--- src/rtl/spi_pkg.sv ---
// Shared SPI register-write frame definitions: frame geometry, write flag,
// controller state encoding and a frame-packing helper. The same constants
// serve the peripheral side of the link.
package spi_pkg;

  localparam int FRAME_W    = 16;
  localparam int ADDR_W     = 7;
  localparam int DATA_W     = 8;
  localparam int BIT_CNT_W  = 5;

  localparam logic                 WRITE_FLAG = 1'b1;
  // Value of the bit counter while the final (16th) high phase is running.
  localparam logic [BIT_CNT_W-1:0] LAST_BIT   = 5'd15;

  typedef enum logic [2:0] {
    IDLE     = 3'd0,
    SETUP    = 3'd1,
    SHIFT_HI = 3'd2,
    SHIFT_LO = 3'd3,
    HOLD     = 3'd4,
    GAP      = 3'd5
  } spi_state_e;

  // Pack a write request into the on-wire frame, MSB transmitted first.
  function automatic logic [FRAME_W-1:0] build_frame(
    input logic [ADDR_W-1:0] addr,
    input logic [DATA_W-1:0] data
  );
    return {WRITE_FLAG, addr, data};
  endfunction

  // States during which chip select is asserted (ncs low).
  function automatic logic frame_active(input spi_state_e st);
    return (st == SETUP) || (st == SHIFT_HI) || (st == SHIFT_LO) || (st == HOLD);
  endfunction

endpackage

--- src/rtl/spi_tick_gen.sv ---
// Phase-duration counter. The owner loads (duration - 1) whenever its state
// changes; phase_end is high during the last cycle of the current phase.
module spi_tick_gen #(
  parameter int CNT_W = 2
) (
  input  logic             clk,
  input  logic             rst_n,
  input  logic             load,
  input  logic [CNT_W-1:0] load_val,
  output logic             phase_end
);

  logic [CNT_W-1:0] cnt_r;

  // Count down from the loaded value and park at zero until reloaded.
  always_ff @(posedge clk or negedge rst_n) begin
    if (!rst_n) begin
      cnt_r <= {CNT_W{1'b0}};
    end else if (load) begin
      cnt_r <= load_val;
    end else if (cnt_r != {CNT_W{1'b0}}) begin
      cnt_r <= cnt_r - CNT_W'(1);
    end else begin
      cnt_r <= cnt_r;
    end
  end

  assign phase_end = (cnt_r == {CNT_W{1'b0}});

endmodule

--- src/rtl/spi_controller_tx.sv ---
// SPI mode-0 write-only initiator. Accepts one {addr, data} request at a time
// and emits a 16-bit frame {1, addr, data} MSB first on ncs/sclk/copi.
// All interface outputs are registered from the next-state decode so they
// change on the same edge as the state register.
module spi_controller_tx
  import spi_pkg::*;
#(
  parameter int HALF_PERIOD = 4,
  parameter int GAP_CYCLES  = 4
) (
  input  logic              clk,
  input  logic              rst_n,
  input  logic              req_valid,
  output logic              req_ready,
  input  logic [ADDR_W-1:0] req_addr,
  input  logic [DATA_W-1:0] req_data,
  output logic              busy,
  output logic              done,
  output logic              sclk,
  output logic              ncs,
  output logic              copi
);

  localparam int MAX_DUR = (HALF_PERIOD > GAP_CYCLES) ? HALF_PERIOD : GAP_CYCLES;
  localparam int CNT_W   = (MAX_DUR > 1) ? $clog2(MAX_DUR) : 1;

  localparam logic [CNT_W-1:0] HP_LOAD  = CNT_W'(HALF_PERIOD - 1);
  localparam logic [CNT_W-1:0] GAP_LOAD = CNT_W'(GAP_CYCLES - 1);

  if (HALF_PERIOD < 2) begin : g_bad_half_period
    $error("spi_controller_tx: HALF_PERIOD must be >= 2");
  end
  if (GAP_CYCLES < 2) begin : g_bad_gap_cycles
    $error("spi_controller_tx: GAP_CYCLES must be >= 2");
  end

  spi_state_e           state_r;
  spi_state_e           state_next_s;
  logic [FRAME_W-1:0]   shift_r;
  logic [FRAME_W-1:0]   shift_next_s;
  logic [BIT_CNT_W-1:0] bit_cnt_r;
  logic [BIT_CNT_W-1:0] bit_cnt_next_s;
  logic                 load_s;
  logic [CNT_W-1:0]     load_val_s;
  logic                 phase_end_s;

  spi_tick_gen #(
    .CNT_W(CNT_W)
  ) u_tick_gen (
    .clk      (clk),
    .rst_n    (rst_n),
    .load     (load_s),
    .load_val (load_val_s),
    .phase_end(phase_end_s)
  );

  // Next-state, frame shift and bit-count decode.
  always_comb begin
    state_next_s   = state_r;
    shift_next_s   = shift_r;
    bit_cnt_next_s = bit_cnt_r;
    case (state_r)
      IDLE: begin
        if (req_valid && req_ready) begin
          state_next_s   = SETUP;
          shift_next_s   = build_frame(req_addr, req_data);
          bit_cnt_next_s = {BIT_CNT_W{1'b0}};
        end else begin
          state_next_s = IDLE;
        end
      end
      SETUP: begin
        if (phase_end_s) begin
          state_next_s = SHIFT_HI;
        end else begin
          state_next_s = SETUP;
        end
      end
      SHIFT_HI: begin
        if (phase_end_s) begin
          bit_cnt_next_s = bit_cnt_r + 5'd1;
          if (bit_cnt_r == LAST_BIT) begin
            // Last bit stays on copi through HOLD, so no shift here.
            state_next_s = HOLD;
          end else begin
            // Falling sclk: present the next bit.
            state_next_s = SHIFT_LO;
            shift_next_s = {shift_r[FRAME_W-2:0], 1'b0};
          end
        end else begin
          state_next_s = SHIFT_HI;
        end
      end
      SHIFT_LO: begin
        if (phase_end_s) begin
          state_next_s = SHIFT_HI;
        end else begin
          state_next_s = SHIFT_LO;
        end
      end
      HOLD: begin
        if (phase_end_s) begin
          state_next_s = GAP;
        end else begin
          state_next_s = HOLD;
        end
      end
      GAP: begin
        if (phase_end_s) begin
          state_next_s = IDLE;
        end else begin
          state_next_s = GAP;
        end
      end
      default: begin
        state_next_s = IDLE;
      end
    endcase
  end

  // Reload the phase counter on every state change with the new phase length.
  always_comb begin
    load_s = (state_next_s != state_r);
    if (state_next_s == GAP) begin
      load_val_s = GAP_LOAD;
    end else begin
      load_val_s = HP_LOAD;
    end
  end

  // State, datapath and registered interface outputs.
  always_ff @(posedge clk or negedge rst_n) begin
    if (!rst_n) begin
      state_r   <= IDLE;
      shift_r   <= {FRAME_W{1'b0}};
      bit_cnt_r <= {BIT_CNT_W{1'b0}};
      sclk      <= 1'b0;
      ncs       <= 1'b1;
      copi      <= 1'b0;
      busy      <= 1'b0;
      done      <= 1'b0;
      req_ready <= 1'b1;
    end else begin
      state_r   <= state_next_s;
      shift_r   <= shift_next_s;
      bit_cnt_r <= bit_cnt_next_s;
      sclk      <= (state_next_s == SHIFT_HI);
      ncs       <= !frame_active(state_next_s);
      copi      <= frame_active(state_next_s) ? shift_next_s[FRAME_W-1] : 1'b0;
      busy      <= (state_next_s != IDLE);
      done      <= (state_r == HOLD) && (state_next_s == GAP);
      req_ready <= (state_next_s == IDLE);
    end
  end

endmodule
--- config.mk ---
export PLATFORM = sky130hd
export DESIGN_NAME = spi_controller_tx
export DESIGN_NICKNAME = d
export VERILOG_FILES = /design/src/rtl/spi_pkg.sv /design/src/rtl/spi_tick_gen.sv /design/src/rtl/spi_controller_tx.sv
export SDC_FILE = /design/constraint.sdc
export NUM_CORES = 1
export LEC_CHECK = 0
export ABC_AREA = 1
export CORE_ASPECT_RATIO = 0.5
export CORE_MARGIN = 1.5
export CORE_UTILIZATION = 48
export DETAILED_ROUTE_END_ITERATION = 10
export DONT_BUFFER_PORTS = 1
export SLEW_MARGIN = 30
export SYNTH_ARGS = -nofsm -noshare
export SYNTH_HDL_FRONTEND = slang
export SYNTH_SLANG_ARGS = --single-unit
export TNS_END_PERCENT = 20
--- constraint.sdc ---
create_clock -name clk -period 2 [get_ports clk]
set_input_delay 0.5 -clock clk [delete_from_list [all_inputs] [get_ports clk]]
set_output_delay 0.5 -clock clk [all_outputs]
set_load 0.02 [all_outputs]
==> results.sh, run 1 <==
export IMPL_ant_nets=0
export IMPL_io_buffers=0
export IMPL_clkPwrFrac_pct=43.5
export IMPL_die_w_um=83.3
export IMPL_peakVddDrop_mv=0.345
export IMPL_drt_iter0_markers=70
export IMPL_worstSetupEndpointType="flip-flop"
export IMPL_cp_startpoint="bit_cnt_r[0]$_DFFE_PN0P_"
export IMPL_cp_arrival_ns=1.94
export IMPL_post_drt_wl_per_cell_um=12.6
export IMPL_slew_headroom_pct=81.5
export IMPL_synth_area_sq_um=1550
export IMPL_powerDensity_nw_per_um2=700
export IMPL_fp_dieArea_sq_um=3590
export IMPL_synthCells=164
export IMPL_overflow=0
export IMPL_worst_slew_pin_slew_ns=0.278
export IMPL_crit_buf_inv=2
export IMPL_fin_worst_skew_ns=0.00710
export IMPL_vias=1050
export IMPL_place_gp_congestion=0.839
export IMPL_cpLargestDelayFamily="simple AND/OR/NAND/NOR gates"
export IMPL_layout_nets=190
export IMPL_area_growth_syn_to_layout_pct=8.41
export IMPL_cts_buffer_depth=2
export IMPL_wl_um=2640
export IMPL_status="finished, final reports clean"
export IMPL_swShare_pct=20.6
export IMPL_seqPwrFrac_pct=55.2
export IMPL_yosysWarnings=0
export IMPL_fmax_mhz=563
export IMPL_die_y_um=43.1
export IMPL_multi_input_comb_area_sq_um=611
export IMPL_startpoint_type="flip-flop"
export IMPL_hold_class="primary input to asynchronous set/reset pin"
export IMPL_drive_gt1_share_pct=18.8
export IMPL_comb_power_share_pct=1.3
export IMPL_slowest_delay_ns=0.40
export IMPL_synth_avg_cell_area_sq_um=9.43
export IMPL_crit_end="shift_r[15]$_DFF_PN0_"
export IMPL_power_switching_uw=242
export IMPL_track_usage_pct=16.8
export IMPL_async_reset_ff_share_pct=100
export IMPL_dpl_instance_area_sq_um=1560
export IMPL_drv_slew=0
export IMPL_synth_cell_types=29
export IMPL_fin_cells=210
export IMPL_final_period_utilization_pct=88.8
export IMPL_clk_pin_slew_worst_paths_ns=0.07
export IMPL_period_needed_ns=1.78
export IMPL_maxCapViolCount=0
export IMPL_syn_nets=185
export IMPL_crit_fanout=16
export IMPL_grt_pass1_vias=970
export IMPL_fp_coreArea_sq_um=3030
export IMPL_crit_slowest_cell="dfrtp_1"
export IMPL_insertion_delay_ns=0.28
export IMPL_rsz0062_at_grt="false"
export IMPL_required_ns=2.17
export IMPL_path_class="flip-flop to flip-flop"
export IMPL_critical_path_depth=10
export IMPL_grt_met2_usage_pct=22.6
export IMPL_final_cell_area_sq_um=1680
export IMPL_hold_viol=0
export IMPL_firstDrtPassIters=4
export IMPL_grt_use_met3_pct=7.59
export IMPL_reg2reg_slack_ns=0.22
export IMPL_tns_ns=0
export IMPL_dp_cells=201
export IMPL_ys_flop_type="dfrtp_1"
export IMPL_rows=14
export IMPL_register_area_sq_um=803
export IMPL_top_usage_layer="met1"
export IMPL_root_buffer="clkbuf_8"
export IMPL_dp_hpwl_um=1860
export IMPL_diodes=0
export IMPL_use_met1_pct=23.6
export IMPL_r2r_end="shift_r[15]$_DFF_PN0_"
export IMPL_r2r_start="bit_cnt_r[0]$_DFFE_PN0P_"
export IMPL_cts_sinks=32
export IMPL_setup_viol=0
export IMPL_synth_edf_count=0
export IMPL_grt_max_degree=31
export IMPL_intPower_uw=931
export IMPL_yosysSeqAreaShare_pct=51.9
export IMPL_fill_cells=287
export IMPL_hold_ws_ns=0.0337
export IMPL_htreeDepth=2
export IMPL_cts_tree="yes"
export IMPL_cts_made_buffers=5
export IMPL_start_util_pct=51.0
export IMPL_post_route_drc_count=0
export IMPL_grt_pass1_wl_um=4510
export IMPL_ff2ff_path_depth=10
export IMPL_path_cells="ha_1 -> nand2_1 -> nor2_1 -> ha_1 -> nor2_2 -> nand3_2 -> inv_4 -> nor2_1 -> nor3_2 -> inv_1"
export IMPL_avgViaCountPerCell=5.00
export IMPL_post_cts_buffers=0
export IMPL_ys_seq_elements=32
export IMPL_p_leak_uw=0.000883
export IMPL_antenna_found_initial=0
export IMPL_ios=24
-- layout by cell type, fill, tap and decap left out --
| cell | instances |
|---|---|
| inv_4 | 2 |
| a22oi_1 | 14 |
| nor2_8 | 1 |
| nor2_4 | 2 |
| nand2_2 | 4 |
| nand3_4 | 1 |
| buf_4 | 1 |
| clkbuf_8 | 6 |
| a21oi_1 | 1 |
| a22o_1 | 1 |
| inv_1 | 17 |
| nor2_1 | 12 |
| buf_12 | 1 |
| o22ai_1 | 1 |
| nand4_1 | 3 |
| nor3_2 | 2 |
| ha_1 | 3 |
| xor2_1 | 1 |
| dfrtp_1 | 30 |
| nand2_1 | 42 |
| nand4_4 | 1 |
| o21ai_0 | 3 |
| inv_2 | 4 |
| nor2_2 | 3 |
| nand3_2 | 1 |
| o21ai_1 | 1 |
| clkinvlp_4 | 1 |
| dfstp_2 | 2 |
| clkbuf_1 | 1 |
| nor3_1 | 2 |
| nand3_1 | 5 |
| a21boi_0 | 1 |
-- cell usage after synthesis (2+ instances only) --
master,n,area [sq um]
nor3_1,2,10.0
buf_6,3,33.8
o21ai_0,3,15.0
nand2_2,4,25.0
nor2_2,3,18.8
nand4_1,3,18.8
a22oi_1,14,105
nand2_1,42,158
nor3_2,2,20.0
inv_2,4,15.0
dfrtp_1,30,751
dfstp_2,2,52.6
nand3_1,5,25.0
inv_4,2,12.5
ha_1,3,37.5
nor2_1,12,45.0
nor2_4,2,22.5
inv_1,17,63.8
-- registers in the layout (all words and copies together), names as in the netlist --
name,cells
u_tick_gen.cnt_r,2
busy,1
sclk,1
state_r,3
done,1
bit_cnt_r,5
shift_r,16
copi,1
ncs,1
req_ready,1
-- kinds of logic (layout without fill, tap and decap cells) --
| logic type | count (synthesis) | after routing | share of synthesized area, % |
|---|---|---|---|
| flip-flops | 32 | 32 | 51.9 |
| AO/OA/AOI/OAI | 22 | 22 | 9.87 |
| XOR/XNOR | 1 | 1 | 0.566 |
| adder cells (fa/ha/maj) | 3 | 3 | 2.43 |
| AND/OR/NAND/NOR | 79 | 79 | 26.6 |
| buffers and inverters | 27 | 33 | 8.58 |
-- metal layers --
layer / part of all wire, % / wire length [um] / up-vias
li1: - / - / 542
met1: 54 / 1410 / 480
met2: 40 / 1050 / 23
met3: 5.6 / 148 / 5
met4: 1.1 / 28 / 0
met5: 0 / 0 / -
-- what timing repair did --
item	in CTS	in global routing
endpoints found under the setup margin	0	0
hold buffers	1	0
hold endpoints to repair	30	0
resized for setup	0	0
-- power groups by stage --
stage	logic (uW)	registers, uW	clock network (uW)
global placement	0.0254	659	0
detailed placement	0.0254	659	0
global route	18.4	647	558
floorplan	0.0254	659	0
CTS	16.8	647	532
finish	15.5	647	510
-- worst min path at each step --
stage / from / end / slack (ns)
after floorplan: rst_n / bit_cnt_r[0]$_DFFE_PN0P_ / 0.20
after global placement: rst_n / shift_r[11]$_DFFE_PN0P_ / 0.21
after detailed placement: rst_n / shift_r[11]$_DFFE_PN0P_ / 0.21
after CTS: rst_n / shift_r[11]$_DFFE_PN0P_ / 0.03
after global routing: rst_n / shift_r[11]$_DFFE_PN0P_ / 0.03
final: rst_n / shift_r[11]$_DFFE_PN0P_ / 0.03
-- cell type report --
| type | instances | share of cell area [%] |
|---|---|---|
| Timing Repair Buffer | 2 | 1.64 |
| Clock inverter | 1 | 0.448 |
| Sequential cell | 32 | 47.9 |
| Multi-Input combinational cell | 105 | 36.4 |
| Tap cell | 40 | 2.99 |
| Clock buffer | 7 | 5.15 |
| Inverter | 23 | 5.45 |
-- metrics by stage --
| stage | util [%] | total power (uW) | setup WS [ns] |
|---|---|---|---|
| 6_report | 55.3 | 1170 | 0.223 |
| 5_1_grt | 55.3 | 1220 | 0.0847 |
| 4_1_cts | 55.3 | 1200 | 0.212 |
| 3_5_place_dp | 51.6 | 659 | 0.211 |
| 3_3_place_gp | 51.6 | 659 | 0.263 |
| 2_1_floorplan | - | 660 | 0.392 |
Note: power is estimated with default switching activity, not from simulation.
==> run 2, diff against run 1 <==
Settings changed: PLACE_DENSITY set to 0.71.
==> run 2 against run 1 <==
Net effect:
- clock power grew 18%
- highest routed layer unchanged
- utilization rose by 0.21 points
- via count grew 5.0%
- largest cell class unchanged
==> results.sh, run 2 (synthesis results as in run 1) <==
export IMPL_status="finished, final reports clean"
export IMPL_post_route_drc_count=0
export IMPL_cts_made_buffers=5
export IMPL_rows=14
export IMPL_clkPwrFrac_pct=47.7
export IMPL_startpoint_type="flip-flop"
export IMPL_htreeDepth=2
export IMPL_start_util_pct=51.0
export IMPL_die_w_um=83.3
export IMPL_largestRegisters="shift_r (16), bit_cnt_r (5), state_r (3)"
export IMPL_peakVddDrop_mv=0.369
export IMPL_grt_max_degree=31
export IMPL_hold_ws_ns=0.0301
export IMPL_insertion_delay_ns=0.28
export IMPL_worstSetupEndpointType="flip-flop"
export IMPL_final_period_utilization_pct=89.7
export IMPL_cpLargestDelayFamily="simple AND/OR/NAND/NOR gates"
export IMPL_worst_slew_pin_slew_ns=0.328
export IMPL_final_common_cell="nand2_1"
export IMPL_drv_slew=0
export IMPL_slowest_delay_ns=0.40
export IMPL_crit_slowest_cell="dfrtp_1"
export IMPL_cts_sinks=32
export IMPL_dpl_instance_area_sq_um=1560
export IMPL_ant_nets=0
export IMPL_io_buffers=0
export IMPL_diodes=0
export IMPL_maxCapViolCount=0
export IMPL_wl_um=2680
export IMPL_comb_power_share_pct=1.2
export IMPL_drt_iter0_markers=35
export IMPL_track_usage_pct=17.1
export IMPL_grt_pass1_wl_um=4570
export IMPL_period_needed_ns=1.79
export IMPL_fp_dieArea_sq_um=3590
export IMPL_overflow=0
export IMPL_final_core_util_pct=55.5
export IMPL_grt_pass1_vias=1028
export IMPL_hold_viol=0
export IMPL_intPower_uw=1020
export IMPL_ios=24
export IMPL_slew_headroom_pct=78.1
export IMPL_cts_tree="yes"
export IMPL_area_growth_syn_to_layout_pct=8.82
export IMPL_drive_gt1_share_pct=18.3
export IMPL_required_ns=2.17
export IMPL_cp_arrival_ns=1.97
export IMPL_path_cells="ha_1 -> nand2_1 -> nor2_1 -> ha_1 -> nor2_2 -> nand3_2 -> inv_4 -> nor2_1 -> nor3_2 -> nor2_2"
export IMPL_antenna_found_initial=0
export IMPL_place_gp_congestion=0.836
export IMPL_swShare_pct=19.4
export IMPL_cts_buffer_depth=2
export IMPL_path_class="flip-flop to flip-flop"
export IMPL_final_cell_area_sq_um=1680
export IMPL_root_buffer="clkbuf_8"
export IMPL_vias=1103
export IMPL_post_drt_wl_per_cell_um=12.8
export IMPL_dp_hpwl_um=1860
export IMPL_seqPwrFrac_pct=51.1
export IMPL_post_cts_buffers=0
export IMPL_fp_coreArea_sq_um=3030
export IMPL_crit_buf_inv=1
export IMPL_power_switching_uw=245
export IMPL_largest_reg_flops=16
export IMPL_fin_total_pwr_uw=1270
export IMPL_p_leak_uw=0.000888
export IMPL_powerDensity_nw_per_um2=752
export IMPL_top_register="shift_r"
export IMPL_final_cell_mix="nand2_1, dfrtp_1, inv_1"
export IMPL_setup_viol=0
export IMPL_clk_pin_slew_worst_paths_ns=0.07
export IMPL_rsz0062_at_grt="false"
export IMPL_hold_class="primary input to asynchronous set/reset pin"
export IMPL_layout_nets=189
export IMPL_crit_fanout=16
export IMPL_fin_worst_skew_ns=0.00537
export IMPL_avgViaCountPerCell=5.28
export IMPL_tns_ns=0
export IMPL_firstDrtPassIters=6
export IMPL_die_y_um=43.1
export IMPL_fmax_mhz=557
-- run 2: cell count changes in the layout (fill, tap and decap cells not counted), sizes merged --
cell / delta
clkinvlp: -1
bufinv: +1
clkbuf: -1
buf: -1
clkinv: +1
-- run 2: worst paths after layout --
path	start	to	slack (ns)	cells past startpoint
worst min register to register	shift_r[4]$_DFFE_PN0P_	shift_r[4]$_DFFE_PN0P_	0.48	2
worst max register to register	bit_cnt_r[0]$_DFFE_PN0P_	copi$_DFF_PN0_	0.21	10
worst max-delay path	bit_cnt_r[0]$_DFFE_PN0P_	copi$_DFF_PN0_	0.21	10
worst min-delay path	rst_n	busy$_DFF_PN0_	0.03	1
max in group asynchronous	rst_n	bit_cnt_r[3]$_DFFE_PN0P_	1.80	1
min in group clk	req_data[1]	shift_r[1]$_DFFE_PN0P_	0.36	2
-- run 2: per-layer routing --
| metal | global-route usage (%) | wire length (um) | vias to the layer above |
|---|---|---|---|
| met5 | 0 | 0 | - |
| met4 | 10.0 | 64 | 0 |
| met3 | 6.42 | 118 | 7 |
| met2 | 24.9 | 1240 | 17 |
| met1 | 22.0 | 1250 | 536 |
| li1 | - | - | 543 |
-- run 2: final cells by class --
cell class              instances  area (sq um)
clock inverters                 2          35.0
fillers                       266          1350
inverters                      23          91.3
repair buffers                  1          20.0
clock buffers                   6          72.6
flip-flops and latches         32           803
well taps                      40          50.0
multi-input cells             105           611
-- run 2: power groups by stage --
stage               logic (uW)  registers [uW]  clock network, uW
CTS                       16.8             647                617
floorplan               0.0254             659                  0
detailed placement      0.0254             659                  0
global route              18.2             647                645
finish                    15.2             647                604
global placement        0.0254             659                  0
-- run 2: what timing repair did --
action                    in CTS  in global routing
hold buffers                   1                  0
gates resized for setup        0                  0
hold endpoints to repair      30                  0
-- run 2: worst reg2reg max path: stages (launching register included) --
cell	delay, ns
dfrtp_1	0.40
ha_1	0.22
nand2_1	0.08
nor2_1	0.04
ha_1	0.20
nor2_2	0.12
nand3_2	0.12
inv_4	0.21
nor2_1	0.08
nor3_2	0.16
nor2_2	0.06
-- run 2: metrics by stage --
stage	setup WS [ns]	instances
2_1_floorplan	0.392	164
5_1_grt	0.0748	209
3_3_place_gp	0.269	200
6_report	0.206	209
4_1_cts	0.192	209
3_5_place_dp	0.203	200
